**src/rtl/mac_accum.sv**
```systemverilog
// mac_accum: reduces the nine 5-bit products of the 3x3 multiplier array
// through a 3-stage pipelined adder tree and accumulates the window sums
// over a group of beats closed by in_last. On group close, emits one
// saturated sum with its beat count and a sticky saturation flag.
//
// Ports:
//   clk, rst_n          clock, asynchronous active-low reset
//   in_valid, in_last   beat qualifier and group-close tag
//   p1..p9              unsigned 5-bit products
//   out_valid           single-cycle result strobe
//   out_data            group sum, clamped to 2^ACC_W-1
//   out_count           beats in group, clamped to 2^CNT_W-1
//   out_sat             group sum clamped at some point in the group
module mac_accum #(
   parameter int unsigned ACC_W = 16,
   parameter int unsigned CNT_W = 8
) (
   input  logic             clk,
   input  logic             rst_n,
   input  logic             in_valid,
   input  logic             in_last,
   input  logic [4:0]       p1,
   input  logic [4:0]       p2,
   input  logic [4:0]       p3,
   input  logic [4:0]       p4,
   input  logic [4:0]       p5,
   input  logic [4:0]       p6,
   input  logic [4:0]       p7,
   input  logic [4:0]       p8,
   input  logic [4:0]       p9,
   output logic             out_valid,
   output logic [ACC_W-1:0] out_data,
   output logic [CNT_W-1:0] out_count,
   output logic             out_sat
);

   localparam int unsigned S1_W  = 6;
   localparam int unsigned S2_W  = 7;
   localparam int unsigned WS_W  = 9;
   localparam int unsigned NXT_W = ACC_W + 1;
   localparam logic [ACC_W-1:0] ACC_MAX = {ACC_W{1'b1}};
   localparam logic [CNT_W-1:0] CNT_MAX = {CNT_W{1'b1}};

   logic [S1_W-1:0]  r_s1a, r_s1b, r_s1c, r_s1d, r_s1e;
   logic [S2_W-1:0]  r_s2a, r_s2b, r_s2c;
   logic [WS_W-1:0]  r_wsum;
   logic             r_v1, r_l1, r_v2, r_l2, r_v3, r_l3;
   logic [ACC_W-1:0] r_acc;
   logic [CNT_W-1:0] r_cnt;
   logic             r_sat;

   logic [NXT_W-1:0] w_nxt;
   logic             w_ovf;
   logic [ACC_W-1:0] w_clamp;
   logic [CNT_W-1:0] w_cnt_inc;

   // Adder tree: data stages update every cycle, tags ride alongside
   always_ff @(posedge clk or negedge rst_n) begin
      if (!rst_n) begin
         r_s1a  <= '0;
         r_s1b  <= '0;
         r_s1c  <= '0;
         r_s1d  <= '0;
         r_s1e  <= '0;
         r_s2a  <= '0;
         r_s2b  <= '0;
         r_s2c  <= '0;
         r_wsum <= '0;
         r_v1   <= 1'b0;
         r_l1   <= 1'b0;
         r_v2   <= 1'b0;
         r_l2   <= 1'b0;
         r_v3   <= 1'b0;
         r_l3   <= 1'b0;
      end else begin
         r_s1a  <= S1_W'(p1) + S1_W'(p2);
         r_s1b  <= S1_W'(p3) + S1_W'(p4);
         r_s1c  <= S1_W'(p5) + S1_W'(p6);
         r_s1d  <= S1_W'(p7) + S1_W'(p8);
         r_s1e  <= S1_W'(p9);
         r_s2a  <= S2_W'(r_s1a) + S2_W'(r_s1b);
         r_s2b  <= S2_W'(r_s1c) + S2_W'(r_s1d);
         r_s2c  <= S2_W'(r_s1e);
         r_wsum <= WS_W'(r_s2a) + WS_W'(r_s2b) + WS_W'(r_s2c);
         r_v1   <= in_valid;
         r_l1   <= in_valid & in_last;
         r_v2   <= r_v1;
         r_l2   <= r_l1;
         r_v3   <= r_v2;
         r_l3   <= r_l2;
      end
   end

   // acc never exceeds ACC_MAX and wsum < 2^ACC_W, so the carry bit alone flags overflow
   always_comb begin
      w_nxt     = NXT_W'(r_acc) + NXT_W'(r_wsum);
      w_ovf     = w_nxt[ACC_W];
      w_clamp   = w_ovf ? ACC_MAX : w_nxt[ACC_W-1:0];
      w_cnt_inc = (r_cnt == CNT_MAX) ? r_cnt : r_cnt + CNT_W'(1);
   end

   // Accumulate stage; output registers hold between pulses
   always_ff @(posedge clk or negedge rst_n) begin
      if (!rst_n) begin
         r_acc     <= '0;
         r_cnt     <= '0;
         r_sat     <= 1'b0;
         out_valid <= 1'b0;
         out_data  <= '0;
         out_count <= '0;
         out_sat   <= 1'b0;
      end else begin
         out_valid <= 1'b0;
         if (r_v3) begin
            if (r_l3) begin
               out_valid <= 1'b1;
               out_data  <= w_clamp;
               out_count <= w_cnt_inc;
               out_sat   <= r_sat | w_ovf;
               r_acc     <= '0;
               r_cnt     <= '0;
               r_sat     <= 1'b0;
            end else begin
               r_acc <= w_clamp;
               r_cnt <= w_cnt_inc;
               r_sat <= r_sat | w_ovf;
            end
         end
      end
   end

endmodule

```
**config.mk**
```make
export PLATFORM = sky130hd
export DESIGN_NAME = mac_accum
export DESIGN_NICKNAME = d
export VERILOG_FILES = /design/src/rtl/mac_accum.sv
export SDC_FILE = /design/constraint.sdc
export NUM_CORES = 1
export LEC_CHECK = 0
export CAP_MARGIN = 40
export CELL_PAD_IN_SITES_DETAIL_PLACEMENT = 1
export CELL_PAD_IN_SITES_GLOBAL_PLACEMENT = 1
export CORE_MARGIN = 3
export CORE_UTILIZATION = 47
export CTS_CLUSTER_DIAMETER = 50
export DETAILED_ROUTE_END_ITERATION = 12
export PLACE_DENSITY_LB_ADDON = 0.1
export SLEW_MARGIN = 20
export SYNTH_ARGS = -nofsm -noshare
export SYNTH_HDL_FRONTEND = slang
export SYNTH_SLANG_ARGS = --single-unit
```
**constraint.sdc**
```tcl
create_clock -name clk -period 7 [get_ports clk]
set_input_delay 1.75 -clock clk [delete_from_list [all_inputs] [get_ports clk]]
set_output_delay 1.75 -clock clk [all_outputs]
set_load 0.05 [all_outputs]
```
# Word-level counts from Yosys, hierarchy flattened
# Index checks and enable logic that the tools add are counted.
# classes
n_addsub,10
n_eq_ne,1
bitwise,2
muxes,7
reduce_logical,1
# ops
op,count
$mux 16,2
$add 5x5->6,4
$add 16x9->17,1
$mux 8,2
$add 6x6->7,2
$add 8x5->9,1
$add 7x7->8,1
$add 8x1->8 const B,1
$eq 8x8->1 const B,1
$mux 1,3
$reduce_and 2->1,1
$and 1x1->1,1
$or 1x1->1,1
# word_totals
ff_bits,114
in_bits,49
elab_cells,43
out_inout_bits,26

# Logic depth before layout (Yosys ltp)
# Gate-level depths: netlist of run 1.
# depth
word_depth,3
depth_mapped,11
depth_no_buf,11

# Worst setup path after synthesis of run 1
# Ideal clock, no wire load.
# synth_path
path_type,input to register
start,input port p3[0]
end,register r_s1b[4]
required_time_ns,6.877
path_slack_ns,4.219
setup_time_ns,0.123
t_arrival_ns,2.659
stages,7
path_buffers,0
path_cell_list,ha_1 > inv_1 > fa_1 > inv_1 > a21o_1 > a21oi_1 > xnor2_1
# synth_between
elab_chain_cells,1
# synth_lines
element,line_no,text
from (decl),24,"input logic [4:0] p3,"
$add 5x5->6,77,r_s1b <= S1_W'(p3) + S1_W'(p4);
to (signal assigned),77,
to (decl),44,"logic [S1_W-1:0] r_s1a, r_s1b, r_s1c, r_s1d, r_s1e;"
# Every way passes these cells.
# A chain may end at the register's enable or synchronous reset.

# Final worst setup path of run 1
# layout_path
start,register out_count[4]
end,output port out_count[4]
# layout_lines
element,line_no,text
from (decl),33,"output logic [CNT_W-1:0] out_count,"
from (signal assigned),118,out_count <= w_cnt_inc;
# No word-level cell between the ends.

==> results of run 1 <==
-- cell type report --
class / count / area (sq um)
Clock buffer: 22 / 474.2
Clock inverter: 10 / 131.4
Fill cell: 1314 / 4747
Inverter: 51 / 191.4
Multi-Input combinational cell: 381 / 2859
Sequential cell: 114 / 2853
Tap cell: 168 / 210.2
Timing Repair Buffer: 78 / 795.8
-- state kept, by name (all words and copies together) (netlist names), 5 cells and up --
name       cells
out_count      8
r_s1c          6
r_s1b          6
r_s1e          5
r_s1a          6
r_cnt          8
r_acc         16
r_s2b          7
r_s1d          6
r_s2a          7
r_wsum         9
out_data      16
r_s2c          5
-- Yosys cell counts, types with 5 or more instances --
| cell type | instances |
|---|---|
| nor2_1 | 29 |
| a21oi_1 | 43 |
| a31oi_1 | 8 |
| o21ai_0 | 37 |
| a211oi_1 | 5 |
| nand2b_1 | 11 |
| ha_1 | 50 |
| a21o_1 | 20 |
| xnor2_1 | 25 |
| nand3_1 | 11 |
| o2bb2ai_1 | 12 |
| clkbuf_1 | 15 |
| and3_1 | 10 |
| o21bai_1 | 6 |
| nor2b_1 | 5 |
| buf_2 | 5 |
| fa_1 | 13 |
| o211ai_1 | 8 |
| nand2_1 | 35 |
| inv_1 | 51 |
| dfrtp_1 | 114 |
-- routing by layer --
metal  GRT usage  share of wire  wire [microns]
met1      0.2513           0.40            5929
met2      0.3979           0.54            8000
met3     0.05698          0.034             503
met4     0.07241          0.019             276
met5           0              0               0
-- power by group --
part           leakage [nW]  internal, W  switching [W]
clock                 0.300     0.000585       0.000299
combinational          1.78     0.000550       0.000844
sequential             1.40     0.000838       0.000121
total                  3.48      0.00197        0.00126
-- cell usage in the layout (no fill, tap or decap), drive strengths merged, types with 2 or more instances in the layout --
cell type	synthesis	routed
a2111oi	4	4
a211oi	5	5
a21o	20	20
a21oi	43	43
a31oi	8	8
a41o	4	4
and2	3	3
and3	10	10
and4	2	2
buf	7	5
bufinv	0	3
clkbuf	15	22
clkdlybuf4s50	0	73
clkinv	0	6
dfrtp	114	114
fa	13	13
ha	50	50
inv	51	51
mux2i	2	2
nand2	35	35
nand2b	11	11
nand3	11	11
nand3b	2	2
nand4	4	4
nor2	29	29
nor2b	5	5
nor3	4	4
o2111ai	4	4
o211ai	8	8
o21a	2	2
o21ai	40	40
o21bai	6	6
o22ai	3	3
o2bb2ai	12	12
or3	2	2
xnor2	25	25
xor2	3	3
-- cells by family after synthesis --
family	after synthesis	synth area share
xor gates and xnor gates	28	0.04090
buffers and inverters	73	0.04737
muxes	2	0.003339
AOI/OAI and AO/OA	167	0.1864
DFF	114	0.4758
and+or+nand+nor	121	0.09850
adders and majority gates	63	0.1477
-- stage by stage --
| stage | utilization | std cells |
|---|---|---|
| final | 0.6129 | 824 |
| after detailed placement | 0.5612 | 791 |
| after global placement | 0.5600 | 790 |
| after global routing | 0.6129 | 824 |
| after CTS | 0.6106 | 823 |
| after floorplan | - | 568 |
-- how the worst max path moves through the flow --
| stage | start | end | slack, ns |
|---|---|---|---|
| finish | out_count[4] | out_count[4] | 3.61 |
| global route | out_count[4] | out_count[4] | 3.56 |
| CTS | out_count[4] | out_count[4] | 3.57 |
| detailed placement | p2[0] | r_s1a[4] | 3.56 |
| global placement | p3[0] | r_s1b[4] | 3.71 |
| floorplan | p3[0] | r_s1b[4] | 4.22 |
==> flow_metrics.tcl, run 1 <==
set metrics [dict create \
    status "complete, no violations" \
    maxCapViolCount 0 \
    rsz0062_at_grt "false" \
    slowest_delay_ns 0.85 \
    initial_core_util 0.4890 \
    first_global_vias 4930 \
    die_w_microns 118.9 \
    tritoncts "built" \
    ys_warn_count 0 \
    max_freq_mhz 295.2 \
    synth_edf_count 0 \
    coreArea_sq_um 12260 \
    post-cts-setup-buffers 0 \
    antennaDiodeCount 0 \
    io_buffers 74 \
    post-place-ws_ns 3.558 \
    synth.net_count 680 \
    holdPathEnd "r_l2" \
    whs_path_depth 0 \
    first_pass_iters 4 \
    p_total_w 0.003237 \
    async_reset_ff_frac 1.000 \
    cp.required_ns 5.25 \
    path_buf_inv 1 \
    cts.clk_slew.worst_paths_ns 0.05 \
    yosys.area.top_type "dfrtp_1" \
    r2r_slack_ns 4.16 \
    setup_tns_ns 0 \
    clk_latency_ns 0.41 \
    place.gp.congestion 0.8973 \
    skew_ns 0.008753 \
    cp.arrival_ns 1.64 \
    synth_top_area_share 0.4758 \
    grt_overflow 0 \
    hold_slack_ns 0.3468 \
    reg2reg_from "r_wsum[0]" \
    die-area_sq_um 14150 \
    initialDrtViolationCount 258 \
    antenna_found_initial 0 \
    startpoint_type "register" \
    io_pins 75 \
    grt_pass1_wl_mm 24.45 \
    slew_headroom 0.5682 \
    wire_per_inst_microns 17.85 \
    row_count 40 \
    drcViolationCount 0 \
    power.density_nw_per_um2 430.8 \
    synth.area.top_cells "dfrtp_1, ha_1, fa_1" \
    avgSynthCellArea_sq_um 10.56 \
    crit_chain "clkdlybuf4s50_1" \
    ant_nets 0 \
    hpwl_mm 10.19 \
    htree_levels 4 \
    ys_ff_latch 114 \
    die_y_microns 118.9 \
    fin_nets 755 \
    setup_ws_ns 3.613 \
    synth_top_flop_cell "dfrtp_1" \
    clockBufferDepth 2 \
    path_class "reg2out" \
    synth_cell_types 52 \
    min-delay-start "r_l1" \
    worst_pin_slew_ns 0.6477 \
    critPathTopFamily "buffers and inverters" \
    fin_area_sq_um 7515 \
    ir_drop_v 0.0002305 \
    hold_viol 0 \
    setup_violations 0 \
    cts_resized 0 \
    fin_crit_sh 0.4839 \
    cts_root_buffer "clkbuf_16" \
    r2r_cells 7 \
    rr_endpoint "r_acc[13]" \
    grt_max_degree 65 \
    hold_path_class "reg2reg" \
    postPlaceCellArea_sq_um 6882 \
    final_layout_size_suffix_gt1_frac 0.06098 \
    fin_crit_ns 3.387 \
    leakagePower_nw 3.478 \
    drv_slew 0 \
    ctsHoldBuffers 0 \
    via_count 4541 \
    cp_max_fo 2 \
    numCtsBuffers 17 \
    cts.sinks 114 \
    wirelength_mm 14.71 \
    worst-path-stages 1 \
    synth_area_sq_um 5996 \
    synthCells 568 \
    area_growth_syn_to_layout_pct 25.33 \
    cp-end-kind "output port" \
    via_per_inst 5.511 \
    cpMaxStageDelayCell "clkdlybuf4s50_1" \
    yosysSeqAreaShare 0.4758 \
    track_usage 0.2194 \
]
No activity file was read; power rests on OpenSTA's default activity.
==> run 2, diff against run 1 <==
CORE_UTILIZATION = 44   (was 47)
clock period = 3.4 ns   (was 7 ns; I/O delays follow)
==> run 2 against run 1 <==
Critical path depth grew 6. Sequential share of layout area grew 0.41 points. Count of clock-buffer cells in the layout shrank 1. Largest cell class unchanged. Highest routed layer unchanged. Critical endpoint is now r_acc[11].
==> flow_metrics.tcl, run 2 (synthesized netlist as in run 1, its figures left out) <==
set metrics [dict create \
    power.density_nw_per_um2 862.3 \
    rsz0062_at_grt "false" \
    cts.sinks 114 \
    hpwl_mm 9.819 \
    antenna_found_initial 0 \
    wire_per_inst_microns 16.32 \
    dp_cells 800 \
    track_usage 0.1948 \
    hold_path_class "in2async" \
    slew_headroom 0.5869 \
    row_count 42 \
    p_total_w 0.006411 \
    fin_crit_ns 2.739 \
    ctsHoldBuffers 0 \
    cts_root_buffer "clkbuf_16" \
    maxCapViolCount 0 \
    cp-end-kind "register" \
    setup_violations 0 \
    coreArea_sq_um 13300 \
    first_global_vias 4804 \
    grt_pass1_wl_mm 22.93 \
    worst_pin_slew_ns 0.6196 \
    wirelength_mm 13.50 \
    cp.arrival_ns 3.01 \
    first_pass_iters 4 \
    drv_slew 0 \
    via_per_inst 5.461 \
    htree_levels 4 \
    fin_crit_sh 0.8056 \
    place.gp.congestion 0.8333 \
    pwr-share-comb 0.443 \
    io_buffers 74 \
    startpoint_type "register" \
    skew_ns 0.007155 \
    r2r_slack_ns 0.66 \
    power_switching_w 0.002523 \
    cts_resized 0 \
    via_count 4516 \
    tritoncts "built" \
    path_class "reg2reg" \
    cp_max_fo 15 \
    grt_overflow 0 \
    status "complete, no violations" \
    setup_tns_ns 0 \
    fillerInstances 1471 \
    internal-power_w 0.003889 \
    antennaDiodeCount 0 \
    clockBufferDepth 2 \
    die-area_sq_um 15060 \
    io_pins 75 \
    clk_latency_ns 0.41 \
    ant_nets 0 \
    fin_cells 827 \
    layout_common_cells "dfrtp_1, clkdlybuf4s50_1, inv_1" \
    max_freq_mhz 365.1 \
    cp.required_ns 3.67 \
    drcViolationCount 0 \
    ir_drop_v 0.0004893 \
    final_layout_size_suffix_gt1_frac 0.05530 \
    die_w_microns 122.7 \
    sequentialPowerShare 0.307 \
    layout.cells.most_common "dfrtp_1" \
    numCtsBuffers 17 \
    reg.largest.list "out_data: 16 flops, r_acc: 16 flops, r_wsum: 9 flops" \
    post-cts-setup-buffers 0 \
    grt_max_degree 57 \
    cts.clk_slew.worst_paths_ns 0.05 \
    switching_share 0.3935 \
    hold_viol 0 \
    fin_nets 755 \
    initial_core_util 0.4510 \
    leakagePower_nw 3.431 \
    initialDrtViolationCount 218 \
    area_growth_syn_to_layout_pct 24.00 \
    die_y_microns 122.7 \
    clkPwrFrac 0.250 \
]
## run 2: critical path: stages (launching register included)
cell and delay [ns]:
dfrtp_1 0.38, ha_1 0.22, fa_1 0.42, a21o_1 0.24
a221oi_4 0.54, o21ai_4 0.25, a2111oi_0 0.45, a211oi_1 0.10
## run 2: final timing paths
check / start / end / cells past startpoint
hold reg to reg: r_l1 / r_l2 / 0
max in group asynchronous: rst_n / r_s2a[6] / 2
setup / recovery: r_acc[0] / r_acc[11] / 7
hold / removal: rst_n / out_data[10] / 1
setup reg to reg: r_acc[0] / r_acc[11] / 7
min in group clk: r_l1 / r_l2 / 0
## run 2: layout make-up
cell class                 count  area [sq um]  area share
clock inverter                 6         60.06    0.008078
tap                          176         220.2     0.02962
sequential                   114          2853      0.3837
multi-input combinational    381          2859      0.3846
inverter                      51         191.4     0.02575
timing repair buffer          78         780.7      0.1050
clock buffer                  21         470.5     0.06328
## run 2: metrics by stage
stage / util / hold WS (ns) / setup slack [ns] / instance area, sq um
floorplan: - / 0.3312 / 1.098 / 5996
global placement: 0.5193 / 0.3315 / 0.7977 / 6904
detailed placement: 0.5193 / 0.3370 / 0.6773 / 6904
CTS: 0.5592 / 0.2580 / 0.6317 / 7435
global route: 0.5592 / 0.2655 / 0.4324 / 7435
finish: 0.5592 / 0.2698 / 0.6610 / 7435
## run 2: layer usage
metal,global-route usage,vias up,part of all wire
li1,-,2149,-
met1,0.2298,2257,0.41
met2,0.3451,88,0.53
met3,0.04009,22,0.032
met4,0.07908,0,0.021
met5,0,-,0
## run 2: power by group through the flow
stage          sequential, W  combinational (W)  clock, W
6_report             0.00197            0.00284   0.00160
5_1_grt              0.00201            0.00320   0.00171
4_1_cts              0.00197            0.00289   0.00164
3_5_place_dp         0.00199            0.00285         0
3_3_place_gp         0.00197            0.00272         0
2_1_floorplan        0.00222            0.00179         0
==> run 3, diff against run 2 <==
CORE_UTILIZATION = 40   (was 44)
clock period = 2.3 ns   (was 3.4 ns; I/O delays follow)
==> run 3 against run 2 <==
Via count up 2.6%. Highest routed layer unchanged. Flip-flop and latch count unchanged. Critical path depth up 2. Worst setup slack worse by 0.69 ns. Clock power up 82%. The run now ends with negative setup slack left. First-iteration DRC count down 13%. Clock skew down 0.00083 ns. Sequential share of layout area down 2.7 points. Count of clock-buffer cells in the layout up 1. Global-route usage down 1.4 points. Largest cell class unchanged.
==> flow_metrics.tcl, run 3 (synthesized netlist as in run 1, its figures left out) <==
set metrics [dict create \
    rr_endpoint "out_data[5]" \
    cts.clk_slew.worst_paths_ns 0.05 \
    final_layout_size_suffix_gt1_frac 0.1407 \
    die_w_microns 128.4 \
    fin_util 0.5483 \
    track_usage 0.1806 \
    power.density_nw_per_um2 1395 \
    setup_violations 5 \
    clk_latency_ns 0.42 \
    skew_ns 0.006321 \
    fin_nets 776 \
    path_class "reg2reg" \
    hpwl_mm 10.04 \
    reg.largest.list "out_data: 16 flops, r_acc: 16 flops, r_wsum: 9 flops" \
    row_count 44 \
    first_pass_iters 4 \
    rsz0062_at_grt "true" \
    reg2reg_from "r_acc[0]" \
    via_count 4633 \
    ctsHoldBuffers 0 \
    drv_slew 0 \
    p_total_w 0.01116 \
    area_growth_syn_to_layout_pct 33.41 \
    crit_path_end "out_data[5]" \
    dp_cells 822 \
    coreArea_sq_um 14590 \
    cp.arrival_ns 2.61 \
    layout_common_cells "dfrtp_1, clkdlybuf4s50_1, inv_1" \
    fin_crit_ns 2.331 \
    fin_crit_sh 1.013 \
    startpoint_type "register" \
    hold_path_class "in2async" \
    fillerInstances 1550 \
    htree_levels 4 \
    clockBufferDepth 2 \
    grt_max_degree 115 \
    numCtsBuffers 17 \
    cts.sinks 114 \
    place.gp.congestion 0.8247 \
    leakagePower_nw 3.627 \
    violations "negative setup slack" \
    layout.cells.most_common "dfrtp_1" \
    io_buffers 74 \
    ir_drop_v 0.0008276 \
    tritoncts "built" \
    antenna_found_initial 0 \
    ant_nets 0 \
    cp.required_ns 2.58 \
    hold_slack_ns 0.2017 \
    die_y_microns 128.4 \
    cts_root_buffer "clkbuf_16" \
    grt_pass1_wl_mm 23.70 \
    via_per_inst 5.393 \
    initial_core_util 0.4110 \
    setup_ws_ns -0.03061 \
    cp-startpoint "r_acc[0]" \
    r2r_slack_ns -0.03 \
    wirelength_mm 14.55 \
    initialDrtViolationCount 189 \
    drcViolationCount 0 \
    die-area_sq_um 16490 \
    slew_headroom 0.5093 \
    maxCapViolCount 0 \
    first_global_vias 5003 \
    fin_cells 859 \
    cp_max_fo 6 \
    hold_viol 0 \
    antennaDiodeCount 0 \
    grt_overflow 0 \
    wire_per_inst_microns 16.94 \
    max_freq_mhz 429.1 \
    worst_pin_slew_ns 0.7352 \
    r2r_cells 9 \
    io_pins 75 \
    cp-end-kind "register" \
    status "finished, violations left" \
]
[run 3: worst min-delay path by stage]
stage / startpoint / slack [ns] / to / cells past startpoint
after detailed placement: r_s1e[2] / 0.34 / r_s2c[2] / 0
after global placement: r_v2 / 0.33 / r_v3 / 0
after CTS: rst_n / 0.27 / out_valid / 2
final: rst_n / 0.20 / out_valid / 2
after global routing: rst_n / 0.25 / out_valid / 2
after floorplan: rst_n / 0.28 / out_count[0] / 0
[run 3: per-layer routing]
metal,vias up,global-route usage,share of wire
li1,2186,-,-
met2,100,0.3282,0.54
met4,0,0.07303,0.024
met5,-,0,0
met1,2320,0.2047,0.40
met3,27,0.04027,0.038
[run 3: worst max-delay path: stages (launching register included)]
cell and delay, ns:
dfrtp_1 0.41, ha_4 0.18, fa_2 0.38, a21o_1 0.20, a221oi_4 0.31, buf_12 0.16, o21ai_4 0.12, clkbuf_16 0.21
a21oi_4 0.12, o21ai_0 0.09
[run 3: area by class of cell]
cell class                      count  area (sq um)  share of cell area
Clock buffer                       22         474.2             0.05928
Clock inverter                      8         175.2             0.02190
Inverter                           51         191.4             0.02393
Multi-Input combinational cell    381          3082              0.3853
Sequential cell                   114          2853              0.3566
Tap cell                          184         230.2             0.02878
Timing Repair Buffer               99         993.5              0.1242
[run 3: what timing repair did]
item / in CTS / in global routing
gates cloned: 0 / 2
setup endpoints to repair: 26 / 35
hold endpoints to repair: 0 / 0
gates resized for setup: 12 / 46
setup buffers: 1 / 4
pin swaps: 2 / 23
[run 3: metrics by stage]
| step | cell area [sq um] | setup WS [ns] | TNS (ns) |
|---|---|---|---|
| 5_1_grt | 7999 | -0.1083 | -1.938 |
| 4_1_cts | 7731 | -0.008059 | -0.008273 |
| 2_1_floorplan | 5996 | -0.002423 | -0.004846 |
| 6_report | 7999 | -0.03061 | -0.1099 |
| 3_3_place_gp | 7032 | -0.02538 | -0.07544 |
| 3_5_place_dp | 7032 | -0.1282 | -0.8964 |
[run 3: report_power, final]
part           switching (W)  internal, W
clock network       0.000907      0.00200
logic                0.00300      0.00234
registers           0.000373      0.00255
